**config.mk**
```make
export PLATFORM = sky130hd
export DESIGN_NAME = req_ack_stream_source
export DESIGN_NICKNAME = d
export VERILOG_FILES = /design/src/rtl/req_ack_pkg.sv /design/src/rtl/req_ack_fifo.sv /design/src/rtl/req_ack_stream_source.sv
export SDC_FILE = /design/constraint.sdc
export NUM_CORES = 1
export LEC_CHECK = 0
export ABC_AREA = 0
export CAP_MARGIN = 25
export CORE_ASPECT_RATIO = 1.2
export CORE_MARGIN = 2
export CORE_UTILIZATION = 40
export CTS_CLUSTER_SIZE = 40
export DETAILED_ROUTE_END_ITERATION = 12
export PLACE_DENSITY = 0.69
export SYNTH_ARGS = -nofsm -noshare
export SYNTH_HDL_FRONTEND = slang
export SYNTH_SLANG_ARGS = --single-unit
```
**constraint.sdc**
```tcl
create_clock -name clk -period 2.8 [get_ports clk]
set_clock_uncertainty 0.2 [all_clocks]
set_input_delay 0.56 -clock clk [delete_from_list [all_inputs] [get_ports clk]]
set_output_delay 0.56 -clock clk [all_outputs]
set_load 0.01 [all_outputs]
```
**src/rtl/req_ack_pkg.sv**
```systemverilog
// Shared types and defaults for the req/ack stream source and its FIFO.
package req_ack_pkg;

   // Handshake FSM states
   typedef enum logic [1:0] {
      IDLE     = 2'd0,
      REQ      = 2'd1,
      WAIT_LOW = 2'd2,
      ERR      = 2'd3
   } src_state_e;

   localparam int DEF_DATA_W = 8;

endpackage

```
**src/rtl/req_ack_fifo.sv**
```systemverilog
// Small synchronous FIFO with a combinational head read (dout = oldest entry).
// Storage is not reset; pointers and occupancy are.
module req_ack_fifo
   import req_ack_pkg::*;
#(
   parameter int DEPTH  = 4,
   parameter int DATA_W = DEF_DATA_W
) (
   input  logic                       clk,
   input  logic                       rst,
   input  logic                       push,
   input  logic                       pop,
   input  logic [DATA_W-1:0]          din,
   output logic [DATA_W-1:0]          dout,
   output logic [$clog2(DEPTH+1)-1:0] count,
   output logic                       full,
   output logic                       empty
);

   localparam int PTR_W = $clog2(DEPTH);
   localparam int CNT_W = $clog2(DEPTH+1);

   logic [DATA_W-1:0] mem [DEPTH];
   logic [PTR_W-1:0]  wr_ptr;
   logic [PTR_W-1:0]  rd_ptr;
   logic              do_push;
   logic              do_pop;

   assign full    = (count == CNT_W'(DEPTH));
   assign empty   = (count == '0);
   assign do_push = push && !full;
   assign do_pop  = pop && !empty;
   assign dout    = mem[rd_ptr];

   // Entry storage: written on accepted push only
   always_ff @(posedge clk) begin
      if (do_push) begin
         mem[wr_ptr] <= din;
      end
   end

   // Pointers wrap naturally (DEPTH is a power of two); occupancy tracks push/pop
   always_ff @(posedge clk) begin
      if (rst) begin
         wr_ptr <= '0;
         rd_ptr <= '0;
         count  <= '0;
      end else begin
         if (do_push) begin
            wr_ptr <= wr_ptr + PTR_W'(1);
         end
         if (do_pop) begin
            rd_ptr <= rd_ptr + PTR_W'(1);
         end
         case ({do_push, do_pop})
            2'b10:   count <= count + CNT_W'(1);
            2'b01:   count <= count - CNT_W'(1);
            default: count <= count;
         endcase
      end
   end

endmodule

```
**src/rtl/req_ack_stream_source.sv**
```systemverilog
// Producer that buffers upstream bytes and presents each one to a consumer
// with a four-phase req/ack handshake, flagging protocol faults on no_error.
// Optional deferred protocol checks: define REQ_ACK_SRC_DEFERRED_ASSERT_EN.
module req_ack_stream_source
   import req_ack_pkg::*;
#(
   parameter int DEPTH   = 4,
   parameter int DATA_W  = DEF_DATA_W,
   parameter int TIMEOUT = 16
) (
   input  logic                       clk,
   input  logic                       rst,
   input  logic                       in_valid,
   output logic                       in_ready,
   input  logic [DATA_W-1:0]          in_data,
   input  logic                       err_clr,
   output logic                       req,
   input  logic                       ack,
   output logic [DATA_W-1:0]          data,
   output logic                       data_valid,
   output logic                       no_error,
   output logic [$clog2(DEPTH+1)-1:0] count
);

   localparam int TMR_W = $clog2(TIMEOUT+1);
   localparam logic [TMR_W-1:0] TMR_LAST = TMR_W'(TIMEOUT-1);

   src_state_e        state;
   logic [TMR_W-1:0]  timer;
   logic              full;
   logic              empty;
   logic              push;
   logic              pop;
   logic              avail;
   logic [DATA_W-1:0] fifo_dout;

   assign in_ready = !full && !rst;
   assign push     = in_valid && in_ready;
   // avail is occupancy seen one cycle late, which sets the two-edge
   // push-to-req latency. It can never overstate occupancy in IDLE because
   // the edge that entered IDLE was never a pop.
   assign pop      = (state == IDLE) && !ack && avail && !empty && !rst;

   req_ack_fifo #(
      .DEPTH  (DEPTH),
      .DATA_W (DATA_W)
   ) u_fifo (
      .clk   (clk),
      .rst   (rst),
      .push  (push),
      .pop   (pop),
      .din   (in_data),
      .dout  (fifo_dout),
      .count (count),
      .full  (full),
      .empty (empty)
   );

   // Handshake FSM with registered req/data/no_error and per-state timeout timer
   always_ff @(posedge clk) begin
      if (rst) begin
         state      <= IDLE;
         timer      <= '0;
         req        <= 1'b0;
         data_valid <= 1'b0;
         data       <= '0;
         no_error   <= 1'b1;
         avail      <= 1'b0;
      end else begin
         avail <= (count != '0);
         case (state)
            IDLE: begin
               if (ack) begin
                  state    <= ERR;
                  no_error <= 1'b0;
                  timer    <= '0;
               end else if (pop) begin
                  state      <= REQ;
                  req        <= 1'b1;
                  data_valid <= 1'b1;
                  data       <= fifo_dout;
                  timer      <= '0;
               end
            end
            REQ: begin
               if (ack) begin
                  state      <= WAIT_LOW;
                  req        <= 1'b0;
                  data_valid <= 1'b0;
                  timer      <= '0;
               end else if (timer == TMR_LAST) begin
                  // Consumer never answered: the presented byte is abandoned
                  state      <= ERR;
                  req        <= 1'b0;
                  data_valid <= 1'b0;
                  no_error   <= 1'b0;
                  timer      <= '0;
               end else begin
                  timer <= timer + TMR_W'(1);
               end
            end
            WAIT_LOW: begin
               if (!ack) begin
                  state <= IDLE;
                  timer <= '0;
               end else if (timer == TMR_LAST) begin
                  state    <= ERR;
                  no_error <= 1'b0;
                  timer    <= '0;
               end else begin
                  timer <= timer + TMR_W'(1);
               end
            end
            ERR: begin
               // Clearing while ack is still high would re-enter IDLE mid-handshake
               if (err_clr && !ack) begin
                  state    <= IDLE;
                  no_error <= 1'b1;
                  timer    <= '0;
               end
            end
            default: begin
               state <= IDLE;
               timer <= '0;
            end
         endcase
      end
   end

`ifdef REQ_ACK_SRC_DEFERRED_ASSERT_EN
   // Deferred protocol checks evaluated once combinational logic has settled
   always_comb begin
      assert #0 (data_valid == req);
      assert final (!(state == IDLE && req));
      assume #0 (!(state == IDLE && ack));
      cover #0 (data_valid && data == {DATA_W{1'b1}});
   end
`endif

endmodule
```
==> reports/qor.yml, run 1 <==
placed_cells: 300
syn_avg_cell_area_um2: 13.2
combPwrFrac_pct: 18.9
root_buffer: "clkbuf_8"
place.gp.congestion: 0.788
path_clk_slew_ns: 0.06
wire_per_inst_um: 14.2
synth_area_leader_cell: "edfxtp_1"
hold_viol: 0
clockBufferDepth: 2
postCtsSetupRepairBufs: 0
maxCapViolCount: 0
worstReg2RegStart: "state[1]"
outcome: "finished, final reports clean"
cts_max_level: 3
top_layer_used: "met4"
grtUsageTotal_pct: 14.0
stdcell_area_um2: 3100
leakage_nw: 1.06
drt-initial-drc-count: 76
hpwl_mm: 3.10
synthTopCellsByArea: "edfxtp_1, dfxtp_1, mux4_2, ha_1, mux2i_1"
die_w_um: 76.4
dp_slack_ns: -0.0670
wl_met3_um: 197
p_clk_share_pct: 35.2
critPathKind: "input port to flop"
synth.top_cell.area_share_pct: 38.2
layout.nets: 254
numCtsBuffers: 9
slew_headroom_pct: 57.2
grt_pass1_wl_mm: 7.38
grt_pass1_vias: 1600
vias: 1566
post-route-util_pct: 51.2
std_cell_rows: 31
switching_power_mw: 0.542
wl_mm: 4.48
fp.dieArea_um2: 6940
die_h_um: 90.9
fmax_mhz: 391
grt_max_degree: 28
areaGrowthSynthToFinish_pct: 23.1
cts_tree: "done"
path_buf_inv: 2
synth_nets: 216
cts_sinks: 57
drtAntennaViolNets: 0
end_kind: "flop"
worstHoldPathCells: 1
stdcell_count: 316
port_buffers: 27
cp_cell_sequence: "clkdlybuf4s50_1 > nand2b_1 > nor3_2 > ha_1 > inv_1 > fa_1 > xor2_1 > or3_1 > a21oi_1"
min_path_type: "flop to flop"
viasPerCell: 4.96
r2r_slack_ns: 0.35
crit_arrival_ns: 2.62
synth.yosys.warnings: 0
synth-edff-count: 32
drc: 0
initial_core_util_pct: 41.6
drv_slew: 0
crit_family: "simple AND/OR/NAND/NOR gates"
met1_length_mm: 1.93
switching_share_pct: 26.2
slowest_delay_ns: 0.42
fin_crit_sh_pct: 91.3
gr-total-overflow: 0
setup_violations: 0
cellPowerDensity_nw_per_um2: 670
async_flop_share_pct: 0
num_io_pins: 28
drtPass1Iterations: 4
cp_max_fo: 2
placed_area_um2: 2910
synth_ff_type: "edfxtp_1"
clock_latency_ns: 0.33
rr_worst_depth: 10
holdBufCountCts: 0
slowest_stage: "clkdlybuf4s50_1"
intPower_mw: 1.53
yosysSeqAreaShare_pct: 58.1
ys_types: 42
synth_seq_cells: 57
core_area_um2: 6050
start_kind: "input port"
ctsResizeCount: 0
worstMarginPinSlew_ns: 0.640
fin_ws_ns: 0.245
max-vdd-ir-drop_mv: 0.354
drive_gt1_share_pct: 14.5
period_needed_ns: 2.56
r2r_end: "u_fifo.count[2]"
required_ns: 2.86
syn_area_um2: 2510
synthCells: 191
wl_met2_mm: 2.29
cp_num_cells: 9
critical_path.startpoint: "rst"
rsz0062_at_grt: "false"
antenna_cells: 0
seqPwrFrac_pct: 45.9
critical_path.endpoint: "u_fifo.count[2]"
grt_antenna_before_repair: 0
## power by group through the flow
stage / Clock [mW] / Combinational [mW] / Sequential (mW)
2_1_floorplan: 0 / 0.275 / 0.967
3_3_place_gp: 0 / 0.390 / 0.969
3_5_place_dp: 0 / 0.394 / 0.970
4_1_cts: 0.750 / 0.396 / 0.952
5_1_grt: 0.786 / 0.437 / 0.955
6_report: 0.731 / 0.391 / 0.951
## layer usage
| metal | vias up | global-route usage (%) |
|---|---|---|
| met4 | 0 | 5.61 |
| li1 | 775 | - |
| met2 | 36 | 24.2 |
| met5 | - | 0 |
| met1 | 748 | 15.0 |
| met3 | 7 | 5.70 |
## state kept, by name (all words and copies together), names as in the netlist
register       count
timer              5
no_error           1
u_fifo.rd_ptr      2
u_fifo.mem        32
avail              1
data_valid         1
data               8
state              2
u_fifo.wr_ptr      2
u_fifo.count       3
## layout by cell type, fill, tap and decap left out, types with 3 or more instances in the layout
master	netlist	routed
nor2_1	17	17
nor3_1	4	3
clkdlybuf4s50_1	0	27
o21ai_0	3	3
ha_1	11	11
inv_1	11	11
nand2_1	7	7
mux2i_1	11	11
dfxtp_1	25	25
a31oi_1	3	3
a311oi_1	4	4
a21oi_1	6	6
clkbuf_8	0	10
and2_1	5	5
edfxtp_1	32	32
buf_4	2	8
nand2b_1	7	7
o31ai_1	3	3
mux4_2	8	8
## logic make-up after synthesis
family,synth area share [%]
DFF,58.1
and+or+nand+nor,11.9
AOI/OAI and AO/OA,7.31
buffers and inverters,3.48
muxes,11.5
adders and majority gates,6.27
xor gates and xnor gates,1.39
## Yosys cell counts, types with 3 or more instances
master	number
edfxtp_1	32
dfxtp_1	25
nor2_1	17
ha_1	11
inv_1	11
mux2i_1	11
mux4_2	8
nand2_1	7
nand2b_1	7
a21oi_1	6
and2_1	5
a311oi_1	4
nor3_1	4
a31oi_1	3
clkbuf_1	3
o21ai_0	3
o31ai_1	3
## how the worst min path moves through the flow
stage | endpoint | startpoint
final | timer[4] | timer[4]
after floorplan | timer[4] | timer[4]
after detailed placement | timer[4] | timer[4]
after global routing | timer[4] | timer[4]
after CTS | timer[4] | timer[4]
after global placement | timer[4] | timer[4]
## layout make-up
cell class | instances | area [µm²]
well taps | 82 | 103
clock inverters | 4 | 43.8
fillers | 561 | 2960
repair buffers | 35 | 330
multi-input cells | 115 | 971
clock buffers | 12 | 145
inverters | 11 | 41.3
flip-flops and latches | 57 | 1460
## through the flow
stage,hold WS (ns),total power [mW],TNS (ns)
after floorplan,0.251,1.24,0
after global placement,0.264,1.36,-0.0126
after detailed placement,0.262,1.36,-0.0670
after CTS,0.269,2.10,0
after global routing,0.294,2.18,0
final,0.266,2.07,0
(Power assumes the default switching activity.)
==> inputs of run 2 (changes only) <==
--- a/config.mk
+++ b/config.mk
@@ -7,7 +7,7 @@
 export LEC_CHECK = 0
 export ABC_AREA = 0
 export CAP_MARGIN = 25
-export CORE_ASPECT_RATIO = 1.2
+export CORE_ASPECT_RATIO = 1.25
 export CORE_MARGIN = 2
 export CORE_UTILIZATION = 40
 export CTS_CLUSTER_SIZE = 40
==> reports/qor.yml, run 2 (same netlist as run 1, synthesis figures left out) <==
placed_cells: 302
required_ns: 2.04
ctsResizeCount: 0
final_common_cell: "edfxtp_1"
min_path_type: "flop to flop"
critPathMostFrequentCell: "clkdlybuf4s50_1"
final_cell_mix: "edfxtp_1, clkdlybuf4s50_1, dfxtp_1"
largest_register_ffs: 32
clockBufferDepth: 2
totalPowerFinal_mw: 2.17
leakage_nw: 1.07
hold_viol: 0
drtAntennaViolNets: 0
viasPerCell: 4.88
maxCapViolCount: 0
regMostFlops: "u_fifo.mem"
place.gp.congestion: 0.794
crit_arrival_ns: 1.78
post-route-util_pct: 50.9
setup_violations: 0
worstMarginPinSlew_ns: 0.631
vias: 1553
end_kind: "output port"
initial_core_util_pct: 41.1
layout.nets: 253
path_clk_slew_ns: 0.07
fin_crit_sh_pct: 90.7
placed_area_um2: 2900
fmax_mhz: 394
n_fill_cell: 529
fp.dieArea_um2: 6940
postCtsSetupRepairBufs: 0
drtPass1Iterations: 4
drive_gt1_share_pct: 15.0
grt_max_degree: 28
numCtsBuffers: 9
drc: 0
std_cell_rows: 32
start_kind: "input port"
rsz0062_at_grt: "false"
crit_family: "buffers and inverters"
drv_slew: 0
reg_top3: "u_fifo.mem (32), data (8), timer (5)"
outcome: "finished, final reports clean"
gr-total-overflow: 0
hpwl_mm: 2.92
core_area_um2: 6130
clock_latency_ns: 0.33
die_h_um: 92.7
critPathKind: "input port to output port"
slowest_stage: "clkdlybuf4s50_1"
cts_sinks: 57
wire_per_inst_um: 13.7
port_buffers: 27
slowest_delay_ns: 0.55
grt_pass1_vias: 1527
grt_pass1_wl_mm: 7.18
die_w_um: 74.9
cts_tree: "done"
grtUsageTotal_pct: 14.3
cts_max_level: 3
num_io_pins: 28
holdBufCountCts: 0
max-vdd-ir-drop_mv: 0.410
r2r_slack_ns: 0.39
stdcell_area_um2: 3120
grt_antenna_before_repair: 0
path_buf_inv: 3
areaGrowthSynthToFinish_pct: 24.1
root_buffer: "clkbuf_8"
antenna_cells: 0
wl_mm: 4.37
stdcell_count: 318
cellPowerDensity_nw_per_um2: 696
cp_max_fo: 3
drt-initial-drc-count: 50
slew_headroom_pct: 57.9
cp_cell_sequence: "clkdlybuf4s50_1 > buf_4 > a21oi_1 > clkdlybuf4s50_1"
period_needed_ns: 2.54
whs_ns: 0.269
## run 2: changes by cell type in the layout (fill, tap and decap cells not counted), sizes merged
cell,before,now
buf,8,7
clkinvlp,0,1
inv,11,12
bufinv,1,2
clkbuf,12,9
## run 2: final cells by class
class | instances | area (µm²) | share of cell area, %
tap | 85 | 106 | 3.41
timing repair buffer | 34 | 323 | 10.3
inverter | 11 | 41.3 | 1.32
clock buffer | 9 | 124 | 3.97
clock inverter | 7 | 93.8 | 3.01
sequential | 57 | 1460 | 46.8
multi-input combinational | 115 | 971 | 31.1
## run 2: worst reg2reg max path: stages (launching register included)
cell and delay, ns:
dfxtp_1 0.34, inv_1 0.11, ha_1 0.21, nand2b_1 0.11, nor3_2 0.15, ha_1 0.19, inv_1 0.05, fa_1 0.37
xor2_1 0.17, or3_1 0.31, a21oi_1 0.13
## run 2: final timing paths
path,start,end,depth (start not counted)
worst min register to register,timer[4],timer[4],1
worst max-delay path,rst,in_ready,4
worst min-delay path,timer[4],timer[4],1
worst max register to register,state[0],u_fifo.count[2],10
## run 2: per-stage QoR
step / worst slack, ns / setup TNS (ns)
after floorplan: 0.0528 / 0
after global placement: -0.0165 / -0.0165
after detailed placement: -0.0782 / -0.0782
after CTS: 0.250 / 0
after global routing: 0.160 / 0
final: 0.260 / 0
## run 2: power breakdown
group | internal [mW] | switching, mW | leakage, nW
clock network | 0.500 | 0.342 | 0.107
logic | 0.171 | 0.209 | 0.466
registers | 0.924 | 0.0271 | 0.493
## run 2: per-layer routing
metal  share of wire [%]  GRT usage [%]  vias up  routed length, µm
li1                    -              -      778                  -
met1                  44           17.0      742               1920
met2                  50           23.1       24               2190
met3                 3.4           3.81        9                149
met4                 2.4           7.59        0                106
met5                   0              0        -                  0
